===== src/rtl/tetris_pkg.sv =====
// Shared definitions for the tetris input stage and game core:
// DAS state encoding and board geometry.
package tetris_pkg;

  typedef enum logic [1:0] {
    DAS_IDLE,
    DAS_DELAY,
    DAS_REPEAT
  } das_state_t;

  localparam int BOARD_W = 8;
  localparam int BOARD_H = 16;

endpackage


===== src/rtl/button_debounce.sv =====
// Two-flop synchroniser followed by a counting debouncer. The stable level
// flips only after DEBOUNCE_CYCLES consecutive cycles of disagreement.
module button_debounce #(
  parameter int DEBOUNCE_CYCLES = 16
) (
  input  logic clock,
  input  logic reset,
  input  logic raw,
  output logic stable
);

  localparam int CW = $clog2(DEBOUNCE_CYCLES) + 1;
  localparam logic [CW-1:0] CNT_LAST = CW'(DEBOUNCE_CYCLES - 1);

  logic          sync1;
  logic          sync2;
  logic [CW-1:0] cnt;

  always_ff @(posedge clock) begin
    if (reset) begin
      sync1  <= 1'b0;
      sync2  <= 1'b0;
      stable <= 1'b0;
      cnt    <= '0;
    end else begin
      sync1 <= raw;
      sync2 <= sync1;
      if (sync2 == stable) begin
        cnt <= '0;
      end else if (cnt == CNT_LAST) begin
        // this disagreement cycle would make the count reach the threshold
        stable <= ~stable;
        cnt    <= '0;
      end else begin
        cnt <= cnt + 1'b1;
      end
    end
  end

endmodule


===== src/rtl/tetris_input_ctrl.sv =====
// Button conditioning for the tetris core: debounced buttons become one-cycle
// move/rotate pulses (with auto-repeat on left/right) plus the gravity tick.
module tetris_input_ctrl #(
  parameter int DEBOUNCE_CYCLES = 16,
  parameter int DAS_DELAY       = 32,
  parameter int DAS_PERIOD      = 8,
  parameter int GRAVITY_PERIOD  = 1000,
  parameter int SOFT_PERIOD     = 250
) (
  input  logic clock,
  input  logic reset,
  input  logic btn_left,
  input  logic btn_right,
  input  logic btn_rotate,
  input  logic btn_down,
  input  logic game_en,
  output logic left_pulse,
  output logic right_pulse,
  output logic rotate_pulse,
  output logic fall_tick
);

  import tetris_pkg::das_state_t;
  import tetris_pkg::DAS_IDLE;
  import tetris_pkg::DAS_REPEAT;

  localparam int DAS_MAX = (DAS_DELAY > DAS_PERIOD) ? DAS_DELAY : DAS_PERIOD;
  localparam int DW      = $clog2(DAS_MAX) + 1;
  localparam int GW      = $clog2(GRAVITY_PERIOD) + 1;
  localparam logic [DW-1:0] DELAY_LAST  = DW'(DAS_DELAY - 1);
  localparam logic [DW-1:0] PERIOD_LAST = DW'(DAS_PERIOD - 1);
  localparam logic [GW-1:0] GRAV_LAST   = GW'(GRAVITY_PERIOD - 1);
  localparam logic [GW-1:0] SOFT_LAST   = GW'(SOFT_PERIOD - 1);

  logic stable_left;
  logic stable_right;
  logic stable_rotate;
  logic stable_down;

  button_debounce #(.DEBOUNCE_CYCLES(DEBOUNCE_CYCLES)) u_db_left (
    .clock(clock), .reset(reset), .raw(btn_left), .stable(stable_left)
  );
  button_debounce #(.DEBOUNCE_CYCLES(DEBOUNCE_CYCLES)) u_db_right (
    .clock(clock), .reset(reset), .raw(btn_right), .stable(stable_right)
  );
  button_debounce #(.DEBOUNCE_CYCLES(DEBOUNCE_CYCLES)) u_db_rotate (
    .clock(clock), .reset(reset), .raw(btn_rotate), .stable(stable_rotate)
  );
  button_debounce #(.DEBOUNCE_CYCLES(DEBOUNCE_CYCLES)) u_db_down (
    .clock(clock), .reset(reset), .raw(btn_down), .stable(stable_down)
  );

  // Index 0 = left, 1 = right. Left has priority, so it blocks right.
  logic [1:0] held;
  logic [1:0] blocked;
  assign held    = {stable_right, stable_left};
  assign blocked = {stable_left, 1'b0};

  das_state_t    das_state      [2];
  das_state_t    das_state_next [2];
  logic [DW-1:0] das_cnt        [2];
  logic [DW-1:0] das_cnt_next   [2];
  logic [1:0]    move;

  always_comb begin
    move = '0;
    for (int d = 0; d < 2; d++) begin
      das_state_next[d] = das_state[d];
      das_cnt_next[d]   = das_cnt[d];
      if (!held[d] || blocked[d]) begin
        das_state_next[d] = DAS_IDLE;
        das_cnt_next[d]   = '0;
      end else begin
        case (das_state[d])
          DAS_IDLE: begin
            das_state_next[d] = tetris_pkg::DAS_DELAY;
            das_cnt_next[d]   = '0;
            move[d]           = 1'b1;
          end
          tetris_pkg::DAS_DELAY: begin
            if (das_cnt[d] == DELAY_LAST) begin
              das_state_next[d] = DAS_REPEAT;
              das_cnt_next[d]   = '0;
              move[d]           = 1'b1;
            end else begin
              das_cnt_next[d] = das_cnt[d] + 1'b1;
            end
          end
          DAS_REPEAT: begin
            if (das_cnt[d] == PERIOD_LAST) begin
              das_cnt_next[d] = '0;
              move[d]         = 1'b1;
            end else begin
              das_cnt_next[d] = das_cnt[d] + 1'b1;
            end
          end
          default: begin
            das_state_next[d] = DAS_IDLE;
            das_cnt_next[d]   = '0;
          end
        endcase
      end
    end
  end

  always_ff @(posedge clock) begin
    for (int d = 0; d < 2; d++) begin
      if (reset) begin
        das_state[d] <= DAS_IDLE;
        das_cnt[d]   <= '0;
      end else begin
        das_state[d] <= das_state_next[d];
        das_cnt[d]   <= das_cnt_next[d];
      end
    end
  end

  logic          rotate_prev;
  logic [GW-1:0] grav_cnt;
  logic [GW-1:0] grav_last;

  // >= rather than == so a limit that shrinks under the count still fires
  assign grav_last = stable_down ? SOFT_LAST : GRAV_LAST;

  always_ff @(posedge clock) begin
    if (reset) begin
      left_pulse   <= 1'b0;
      right_pulse  <= 1'b0;
      rotate_pulse <= 1'b0;
      fall_tick    <= 1'b0;
      rotate_prev  <= 1'b0;
      grav_cnt     <= '0;
    end else begin
      left_pulse   <= move[0] & game_en;
      right_pulse  <= move[1] & game_en;
      rotate_pulse <= stable_rotate & ~rotate_prev & game_en;
      rotate_prev  <= stable_rotate;
      fall_tick    <= 1'b0;
      if (game_en) begin
        if (grav_cnt >= grav_last) begin
          fall_tick <= 1'b1;
          grav_cnt  <= '0;
        end else begin
          grav_cnt <= grav_cnt + 1'b1;
        end
      end
    end
  end

endmodule


===== config.mk =====
export PLATFORM = sky130hd
export DESIGN_NAME = tetris_input_ctrl
export DESIGN_NICKNAME = d
export VERILOG_FILES = /design/src/rtl/tetris_pkg.sv /design/src/rtl/button_debounce.sv /design/src/rtl/tetris_input_ctrl.sv
export SDC_FILE = /design/constraint.sdc
export NUM_CORES = 1
export LEC_CHECK = 0
export ABC_AREA = 1
export BUFFER_PORTS_ARGS = -buffer_cell sky130_fd_sc_hd__buf_2
export CAP_MARGIN = 20
export CORE_ASPECT_RATIO = 1.5
export CORE_MARGIN = 5
export CORE_UTILIZATION = 30
export CTS_CLUSTER_DIAMETER = 150
export DETAILED_ROUTE_END_ITERATION = 8
export MAX_ROUTING_LAYER = met4
export PLACE_DENSITY = 0.49
export SYNTH_ARGS = -nofsm -noshare
export SYNTH_HDL_FRONTEND = slang
export SYNTH_SLANG_ARGS = --single-unit

===== constraint.sdc =====
create_clock -name clock -period 3.7 [get_ports clock]
set_input_delay 0.37 -clock clock [delete_from_list [all_inputs] [get_ports clock]]
set_output_delay 0.37 -clock clock [all_outputs]
set_load 0.05 [all_outputs]

# Word-level counts from Yosys, hierarchy flattened
# Memories as Yosys holds them, arrays and structs flattened.
# Index checks and enable logic that the tools add are counted.
dict set report totals {
  reg_bits 48
  ram_bits 16
  input_bits 7
  out_inout_bits 4
  wordCells 111
  mem_count 2
}
dict set report classes {
  add_sub_neg 7
  n_lt_le_gt_ge 1
  n_eq_ne 16
  n_mux 32
  bitwise 18
  n_reduce_logical 13
}
# name words word_bits read_ports rd_ports_with_merged_regs wr line
set memory_table {}
lappend memory_table {das_cnt 2 6 2 0 2 tetris_input_ctrl.sv:61} ;# logic [DW-1:0] das_cnt [2];
lappend memory_table {das_state 2 2 2 0 2 tetris_input_ctrl.sv:59} ;# das_state_t das_state [2];
# operator count
set ops {}
lappend ops {{$mux W6} 8}
lappend ops {{$pmux W6 S2} 2}
lappend ops {{$add A5 B1 Y5 const B} 4}
lappend ops {{$eq A5 B4 Y1 const B} 4}
lappend ops {{$add A6 B1 Y6 const B} 2}
lappend ops {{$eq A6 B3 Y1 const B} 2}
lappend ops {{$eq A6 B5 Y1 const B} 2}
lappend ops {{$mux W2} 6}
lappend ops {{$pmux W2 S3} 2}
lappend ops {{$reduce_or A3 Y1} 4}
lappend ops {{$add A11 B1 Y11 const B} 1}
lappend ops {{$ge A11 B10 Y1} 1}
lappend ops {{$mux W11} 1}
lappend ops {{$mux W1} 10}
lappend ops {{$mux W10} 1}
lappend ops {{$not A1 Y1} 10}
lappend ops {{$reduce_and A2 Y1} 4}
lappend ops {{$pmux W1 S3} 2}
lappend ops {{$and A1 B1 Y1} 4}
lappend ops {{$eq A1 B1 Y1} 4}
lappend ops {{$eq A2 B1 Y1 const B} 2}
lappend ops {{$eq A2 B2 Y1 const B} 2}
lappend ops {{$logic_not A2 Y1} 2}
lappend ops {{$or A1 B1 Y1} 4}
lappend ops {{other kinds (3)} 3}

# Longest topological paths before layout
# Gate-level depths: netlist of run 1.
# An unclocked memory read counts as a cell.
dict set report depth {
  ltp_word 6
  mapped_depth 12
  ltp_nobuf 11
}

# By module
# Synthesis of run 1 repeated with hierarchy kept, for this count alone.
dict set report hier_totals {
  cells_unflattened 378
  area_unflattened_um2 2975.4
}
# mod n_inst cells_per_inst area_each_um2 seq_area_each_um2
set modules_own_cells {}
lappend modules_own_cells {tetris_input_ctrl 1 234 1739.2 640.6}
lappend modules_own_cells {button_debounce 4 36 309.0 160.2}

# Worst setup path before layout of run 1
# Ideal clock, no wire load.
dict set report synth_path {
  path_kind {register -> register}
  from {reg u_db_down.stable}
  to {reg grav_cnt[8]}
  setup_time_ps 64
  arrival_ps 1415
  setup_slack_ps 2221
  stages_incl_launch_ff 13
  path_buffers 1
  synth_period_minus_slack_ps 1479
  path_cell_list {dfxtp_1 inv_1 ha_1 nand2_1 nand2_1 nand2_1 nor2_1 nor2_1 nand2_1 nand2_1 nand2_1 buf_6 nor2_1}
}
dict set report synth_between {
  elab_chain_len 3
}
# element line
set synth_rtl {}
lappend synth_rtl {{from (decl)} button_debounce.sv:9} ;# output logic stable
lappend synth_rtl {{from (signal assigned)} button_debounce.sv:32} ;# stable <= ~stable;
lappend synth_rtl {{$mux W10} tetris_input_ctrl.sv:123} ;# assign grav_last = stable_down ? SOFT_LAST : GRAV_LAST;
lappend synth_rtl {{net grav_last[1]} tetris_input_ctrl.sv:120} ;# logic [GW-1:0] grav_last;
lappend synth_rtl {{$ge A11 B10 Y1} tetris_input_ctrl.sv:140} ;# if (grav_cnt >= grav_last) begin
lappend synth_rtl {{$mux W11} tetris_input_ctrl.sv:140}
lappend synth_rtl {{to (signal assigned)} tetris_input_ctrl.sv:144} ;# grav_cnt <= grav_cnt + 1'b1;
lappend synth_rtl {{to (decl)} tetris_input_ctrl.sv:119} ;# logic [GW-1:0] grav_cnt;
# The timed path passes the listed nets, and every way through them passes these cells.
# A chain may end at the register's enable or synchronous reset.

# Worst setup path after layout of run 1
dict set report layout_path {
  from {reg u_db_down.stable}
  to {reg grav_cnt[4]}
}
# The elaborated chain is that of the path after synthesis.

==> key figures, run 1 <==
Floorplan
  • Die span in y: 131 microns
  • # rows: 44
  • Total I/O pin count: 11
  • Core outline area: 9580 sq um
  • Initial cell density of the core: 30.5%
  • Die footprint: 11800 sq um
  • Die extent in x: 90.5 microns

Logic synthesis
  • Post-synthesis cell area: 2920 sq um
  • Count of cell types in the netlist: 27
  • Share of flip-flops with an asynchronous set or reset after synthesis: 0%
  • Average size of a mapped cell: 8.02 sq um
  • Number of synthesized register bits: 64
  • Syn. warnings: 0
  • Leading area contributor after synthesis: dfxtp_1
  • Synthesized instance count: 364
  • Sequential area share after synthesis: 43.9%
  • Top cells by count, synth: 67 x nor2_1, 64 x dfxtp_1, 59 x inv_1
  • Top FF cell, synth: dfxtp_1
  • Synthesized netlist net count: 399
  • Number of enable flip-flop cells after synthesis: 0
  • Area fraction of the dominant cell type after synthesis: 43.9%
  • Main area contributors after synthesis: dfxtp_1 44%, ha_1 12%, nor2_1 8.6%
  • Most repeated cell in the gate-level netlist after synthesis: nor2_1

Routing
  • Length of the first detailed-routing pass in iterations: 4
  • Via count: 2167
  • Antenna-violating nets left: 0
  • Average routed wire per standard cell: 9.64 microns
  • Total routed wirelength: 4800 microns
  • Routed vias/inst: 4.35
  • Number of DRC violations after detailed routing: 0
  • Initial DRC Count: 40

Timing
  • Final hold violation count: 0
  • Setup-failing EPs final: 0
  • Post-route minimum period: 1.78 ns
  • Setup clock skew after layout: 0.00380 ns
  • Total Negative Setup Slacks: 0 ns
  • Worst slew margin relative to its limit: 70.6%
  • Maximum operating frequency: 560 MHz
  • Crit share post-route: 48.2%
  • Number of max-slew violations in the final report: 0
  • Pin slew with the least headroom to its limit: 0.438 ns
  • Unrepaired setup endpoints after global routing: false

Global route
  • Antenna violations before repair: 0
  • Largest net degree at the start of global routing: 17
  • Global route total overflow: 0
  • Number of global-route vias before repair: 2080
  • First-pass GRT wire length: 8710 microns
  • Total routing usage reported by global routing: 9.53%

Clock network
  • Maximum count of clock buffers along a single path: 2
  • CTS tree: yes
  • Count of cells resized by post-cts repair: 0
  • H-tree lvl count: 3
  • Clk_lat worst skew: 0.32 ns
  • Number of buffers added to fix hold violations after cts: 0
  • Number of sinks handled by clock tree synthesis: 64
  • Clock transition at the register clock pins on the worst setup and hold paths after CTS: 0.05 ns
  • Inserted Clock Buffers: 9
  • Post-CTS Setup Repair Bufs: 0
  • Clock Tree Root: clkbuf_16

Placement
  • # port buffers: 10
  • Placed inst area: 3080 sq um
  • Post-detailed-placement half-perimeter wirelength: 3630 microns
  • Routability congestion estimate: 0.767

Pwr
  • Total net switching power: 0.295 mW
  • Power per unit of standard cell area: 443 nW/um^2
  • Part of the power in the clock network: 50.6%
  • Combinational share of power: 1.8%
  • Power Internal: 1.18 mW
  • P_leak: 1.38 nW
  • Peak supply drop: 0.000224 V
  • Share of power burned in registers: 47.6%
  • Switching share of total power: 19.9%

Setup path
  • Capturing element type of the critical path: flip-flop
  • Setup Crit Path Kind: reg -> reg
  • Signal arrival time at the worst endpoint: 2.04 ns
  • Largest fanout on the critical path: 11
  • Nature of the critical path startpoint: flip-flop
  • Number of cells traversed by the worst register-to-register path: 11
  • CP required: 3.95 ns

Final layout
  • Layout overhead on the synthesized area: 14.5%
  • Layout cell share with drive strength beyond 1: 8.88%
  • Count of nets after finishing: 416
  • Post-route cell area: 3340 sq um
  • Number of antenna repair diodes: 0

Worst hold path
  • Hold Crit Class: in -> reg
  • Hold Crit Depth: 3

Run
  • Maximum capacitance violations: 0

Outcome
  • Outcome: complete, no violations
-- routing by layer --
metal  track usage [%]  wire length (microns)
met5                 -                      0
met4              6.75                    186
met3              3.32                    136
met2              15.0                   2310
met1              9.94                   2170
-- worst max-delay path, cell delays in order, from the launching register on --
cell and delay, ns:
dfxtp_1 0.46, inv_1 0.12, ha_1 0.32, nand2_1 0.06, nand2_1 0.04, nand2_1 0.05, nor2_1 0.03, nor2_1 0.09
nand2_1 0.06, nand2_1 0.08, nand2_1 0.24, nor2_1 0.16
-- power by group through the flow --
stage	Sequential (mW)	Combinational (mW)	Clock [mW]
floorplan	0.717	0.0231	0
global placement	0.718	0.0276	0
detailed placement	0.718	0.0279	0
CTS	0.704	0.0281	0.781
global route	0.704	0.0320	0.806
finish	0.704	0.0271	0.748
-- registers in the layout, indices dropped and copies added, names as in the netlist, 4 cells and up --
register and cells:
das_cnt 12, das_state 4, grav_cnt 11, u_db_down.cnt 5
u_db_left.cnt 5, u_db_right.cnt 5, u_db_rotate.cnt 5
-- cells by family (layout without fill, tap and decap cells) --
logic type / after synthesis / count (layout) / share of synthesized area, %
simple gates: 161 / 161 / 24.6
flops: 64 / 64 / 43.9
buf+inv: 64 / 83 / 9.05
compound gates: 33 / 33 / 6.22
fa+ha+maj: 28 / 28 / 12.0
xor+xnor: 13 / 13 / 3.90
mux: 1 / 1 / 0.343
-- cell usage in the layout (no fill, tap or decap), drive strengths merged --
cell type and count:
a21oi 17, buf 10, clkbuf 12, clkinv 2
dfxtp 64, ha 28, inv 59, mux2i 1
nand2 50, nand3 21, nand4 5, nor2 71
nor3 6, nor3b 5, nor4 3, o211ai 3
o21ai 11, o21bai 2, xnor2 4, xor2 9
-- stage by stage --
step | power, mW | instances | hold slack [ns] | worst slack (ns) | util [%]
2_1_floorplan | 0.740 | 364 | 0.374 | 2.22 | -
3_3_place_gp | 0.746 | 485 | 0.396 | 1.97 | 32.1
3_5_place_dp | 0.746 | 485 | 0.396 | 1.91 | 32.1
4_1_cts | 1.51 | 498 | 0.231 | 1.89 | 34.9
5_1_grt | 1.54 | 498 | 0.236 | 1.70 | 34.9
6_report | 1.48 | 498 | 0.245 | 1.92 | 34.9
-- layout make-up --
| type | count | area (sq um) |
|---|---|---|
| clock buffer | 12 | 256 |
| clock inverter | 1 | 5.00 |
| fill | 1073 | 6240 |
| inverter | 60 | 230 |
| multi-input combinational | 236 | 1370 |
| sequential | 64 | 1280 |
| tap | 115 | 144 |
| timing repair buffer | 10 | 50.0 |
-- worst paths after layout --
path	to	startpoint	slack, ns
setup / recovery	grav_cnt[4]$_SDFFE_PP0P_	u_db_down.stable$_SDFFE_PP0P_	1.92
hold / removal	u_db_left.sync1$_SDFF_PP0_	btn_left	0.25
setup reg to reg	grav_cnt[4]$_SDFFE_PP0P_	u_db_down.stable$_SDFFE_PP0P_	1.92
hold reg to reg	u_db_left.sync2$_SDFF_PP0_	u_db_left.sync1$_SDFF_PP0_	0.40
No activity file was read; power rests on OpenSTA's default activity.
==> inputs of run 2 (changes only) <==
- ABC_AREA: 1 -> 0
- clock period: 3.7 -> 1.76 ns (I/O delays scaled with it)
==> run 2 against run 1 <==
  * Count of clock-buffer cells in the layout unchanged
  * Combinational power increased by 140%
  * Worst setup slack lost 1.8 ns
  * Synthesized area is 4.5% lower
  * Synthesized cell count is 20% lower
  * Worst hold slack lost 0.19 ns
  * Register-to-register slack lost 1.8 ns
  * Non-clock buffer count up 6
  * Via count down 12%
  * Critical path depth fell by 5
  * Largest cell class unchanged
==> key figures, run 2 <==
Final layout
  • Largest registers: das_cnt: 12 flops, grav_cnt: 11 flops
  • Layout overhead on the synthesized area: 17.1%
  • Number of antenna repair diodes: 0 (unchanged)
  • Highest-count cells in the layout ignoring fill and taps: 63 x dfxtp_1, 49 x nor2_1, 28 x ha_1
  • Commonest non-fill, non-tap cell in the layout: dfxtp_1
  • Largest register FFs: 12 (unchanged)
  • Largest register by flop count: das_cnt
  • Final cell utilization of the core: 35.7% (+0.83 points)
  • Count of nets after finishing: 347 (-17%)
  • Layout cell share with drive strength beyond 1: 11.4% (+2.5 points)

Global route
  • First-pass GRT wire length: 8200 microns (-5.9%)
  • Largest net degree at the start of global routing: 22 (+5)
  • Number of global-route vias before repair: 1939 (-6.8%)
  • Antenna violations before repair: 0 (unchanged)
  • Total routing usage reported by global routing: 9.55% (+0.026 points)
  • Global route total overflow: 0 (unchanged)

Setup path
  • CP required: 2.02 ns (-1.93 ns)
  • Signal arrival time at the worst endpoint: 1.92 ns (-0.12 ns)
  • Setup Crit Path Kind: reg -> reg
  • Capturing element type of the critical path: flip-flop
  • Nature of the critical path startpoint: flip-flop
  • Largest fanout on the critical path: 7 (-4)

Timing
  • Total Negative Setup Slacks: 0 ns (unchanged)
  • Number of max-slew violations in the final report: 0 (unchanged)
  • Worst slew margin relative to its limit: 70.1% (-0.56 points)
  • Crit share post-route: 94.0% (+46 points)
  • Unrepaired setup endpoints after global routing: false
  • Pin slew with the least headroom to its limit: 0.449 ns (+0.0103 ns)
  • Setup-failing EPs final: 0 (unchanged)
  • Post-route minimum period: 1.65 ns (-0.130 ns)
  • Final hold violation count: 0 (unchanged)
  • Setup clock skew after layout: 0.00562 ns (+0.00182 ns)
  • Maximum operating frequency: 605 MHz (+7.9%)

Placement
  • Post-detailed-placement half-perimeter wirelength: 3250 microns (-11%)
  • # port buffers: 10 (unchanged)
  • Routability congestion estimate: 0.699 (-8.9%)

Floorplan
  • # rows: 43 (-2.3%)
  • Total I/O pin count: 11 (unchanged)
  • Die span in y: 128 microns (-2.1%)
  • Die extent in x: 88.7 microns (-2.0%)
  • Core outline area: 9150 sq um (-4.5%)
  • Die footprint: 11400 sq um (-4.1%)
  • Initial cell density of the core: 30.5% (about the same)

Run
  • Maximum capacitance violations: 0 (unchanged)

Clock network
  • Post-CTS Setup Repair Bufs: 0 (unchanged)
  • Inserted Clock Buffers: 9 (unchanged)
  • H-tree lvl count: 3 (unchanged)
  • Clock Tree Root: clkbuf_16
  • Clk_lat worst skew: 0.32 ns (about the same)
  • CTS tree: yes
  • Clock transition at the register clock pins on the worst setup and hold paths after CTS: 0.05 ns (about the same)
  • Number of sinks handled by clock tree synthesis: 64 (unchanged)
  • Number of buffers added to fix hold violations after cts: 0 (unchanged)
  • Maximum count of clock buffers along a single path: 2 (unchanged)

Logic synthesis
  • Synthesized instance count: 290 (-20%)
  • Top FF cell, synth: dfxtp_1
  • Sequential area share after synthesis: 46.0% (+2.0 points)
  • Area fraction of the dominant cell type after synthesis: 46.0% (+2.0 points)
  • Leading area contributor after synthesis: dfxtp_1
  • Number of enable flip-flop cells after synthesis: 0 (unchanged)
  • Syn. warnings: 0 (unchanged)
  • Count of cell types in the netlist: 45 (+67%)
  • Most repeated cell in the gate-level netlist after synthesis: dfxtp_1
  • Top cells by count, synth: 64 x dfxtp_1, 49 x nor2_1, 28 x ha_1
  • Post-synthesis cell area: 2790 sq um (-4.5%)
  • Number of synthesized register bits: 64 (unchanged)
  • Synthesized netlist net count: 325 (-19%)
  • Main area contributors after synthesis: dfxtp_1 46%, ha_1 13%, nor2_1 6.6%
  • Share of flip-flops with an asynchronous set or reset after synthesis: 0% (unchanged)
  • Average size of a mapped cell: 9.61 sq um (+20%)

Routing
  • Routed vias/inst: 4.47 (+2.6%)
  • Total routed wirelength: 4490 microns (-6.5%)
  • Via count: 1916 (-12%)
  • Number of DRC violations after detailed routing: 0 (unchanged)
  • Length of the first detailed-routing pass in iterations: 4 (unchanged)
  • Antenna-violating nets left: 0 (unchanged)
  • Initial DRC Count: 35 (-13%)
  • Average routed wire per standard cell: 10.5 microns (+8.5%)

Worst hold path
  • Hold Crit Class: in -> reg

Pwr
  • Total Power: 3.12 mW (+110%)
  • Peak supply drop: 0.000526 V (+140%)
  • Power per unit of standard cell area: 956 nW/um^2 (+120%)
  • P_leak: 1.28 nW (-7.2%)

Outcome
  • Outcome: complete, no violations
==> run 2: cell types whose count changed in the layout (fill, tap and decap cells not counted), moves of 5 or more <==
cell and delta:
nor2b_1 +11, xnor2_1 +13, nor2_1 -18, mux2i_1 +7, nand2_1 -32, inv_1 -40, buf_4 +6, a21oi_1 -12
nand3_1 -8, or3_1 +5, o21ai_0 -10
==> run 2: final cells by class <==
type / instances / area (sq um)
Fill cell: 964 / 5880
Inverter: 19 / 71.3
Clock buffer: 12 / 246
Tap cell: 112 / 140
Sequential cell: 64 / 1280
Timing Repair Buffer: 16 / 95.1
Clock inverter: 4 / 20.0
Multi-Input combinational cell: 202 / 1410
==> run 2: metal layers <==
metal | track usage, % | wire length [microns] | part of all wire (%) | up-vias
met1 | 10.4 | 2040 | 45 | 880
met4 | 5.07 | 105 | 2.3 | 0
met3 | 3.34 | 191 | 4.3 | 9
li1 | - | - | - | 1010
met5 | - | 0 | 0 | -
met2 | 15.0 | 2160 | 48 | 17
==> run 2: path summary, 6_finish.rpt <==
path                            cells past startpoint                          start  slack (ns)                          to
worst max-delay path                                6  u_db_down.stable$_SDFFE_PP0P_        0.11    grav_cnt[9]$_SDFFE_PP0P_
worst min-delay path                                2                       btn_left        0.06  u_db_left.sync1$_SDFF_PP0_
worst max register to register                      6  u_db_down.stable$_SDFFE_PP0P_        0.11    grav_cnt[9]$_SDFFE_PP0P_
worst min register to register                      1         rotate_prev$_SDFF_PP0_        0.41     rotate_pulse$_SDFF_PP0_
==> run 2: metrics by stage <==
stage / instances / setup slack, ns / area (sq um) / hold slack [ns]
CTS: 429 / 0.0745 / 3260 / 0.0409
global route: 429 / 0.00236 / 3260 / 0.0537
floorplan: 290 / 0.148 / 2790 / 0.304
finish: 429 / 0.106 / 3260 / 0.0590
detailed placement: 413 / -0.0352 / 2990 / 0.389
global placement: 413 / 0.0387 / 2990 / 0.383
==> run 2: cells by family after synthesis <==
logic type,share of synthesized area [%]
xor gates and xnor gates,9.11
buffers and inverters,3.59
AOI/OAI and AO/OA,4.98
and+or+nand+nor,20.9
muxes,2.87
DFF,46.0
adders and majority gates,12.6
==> run 2: critical path, stage by stage, from the launching register on <==
cell and delay (ns):
dfxtp_4 0.37, ha_1 0.30, a211oi_2 0.21, o21ai_1 0.12
a311o_1 0.34, buf_4 0.17, nor2_1 0.10
==> run 2: where the power goes <==
group          switching, mW  internal (mW)
registers             0.0112           1.47
clock network          0.599          0.980
logic                 0.0345         0.0307
==> run 2: timing repair <==
action	4_1_cts	5_1_grt
endpoints found under the setup margin	11	11
gates resized for setup	1	1
pin swaps	0	1
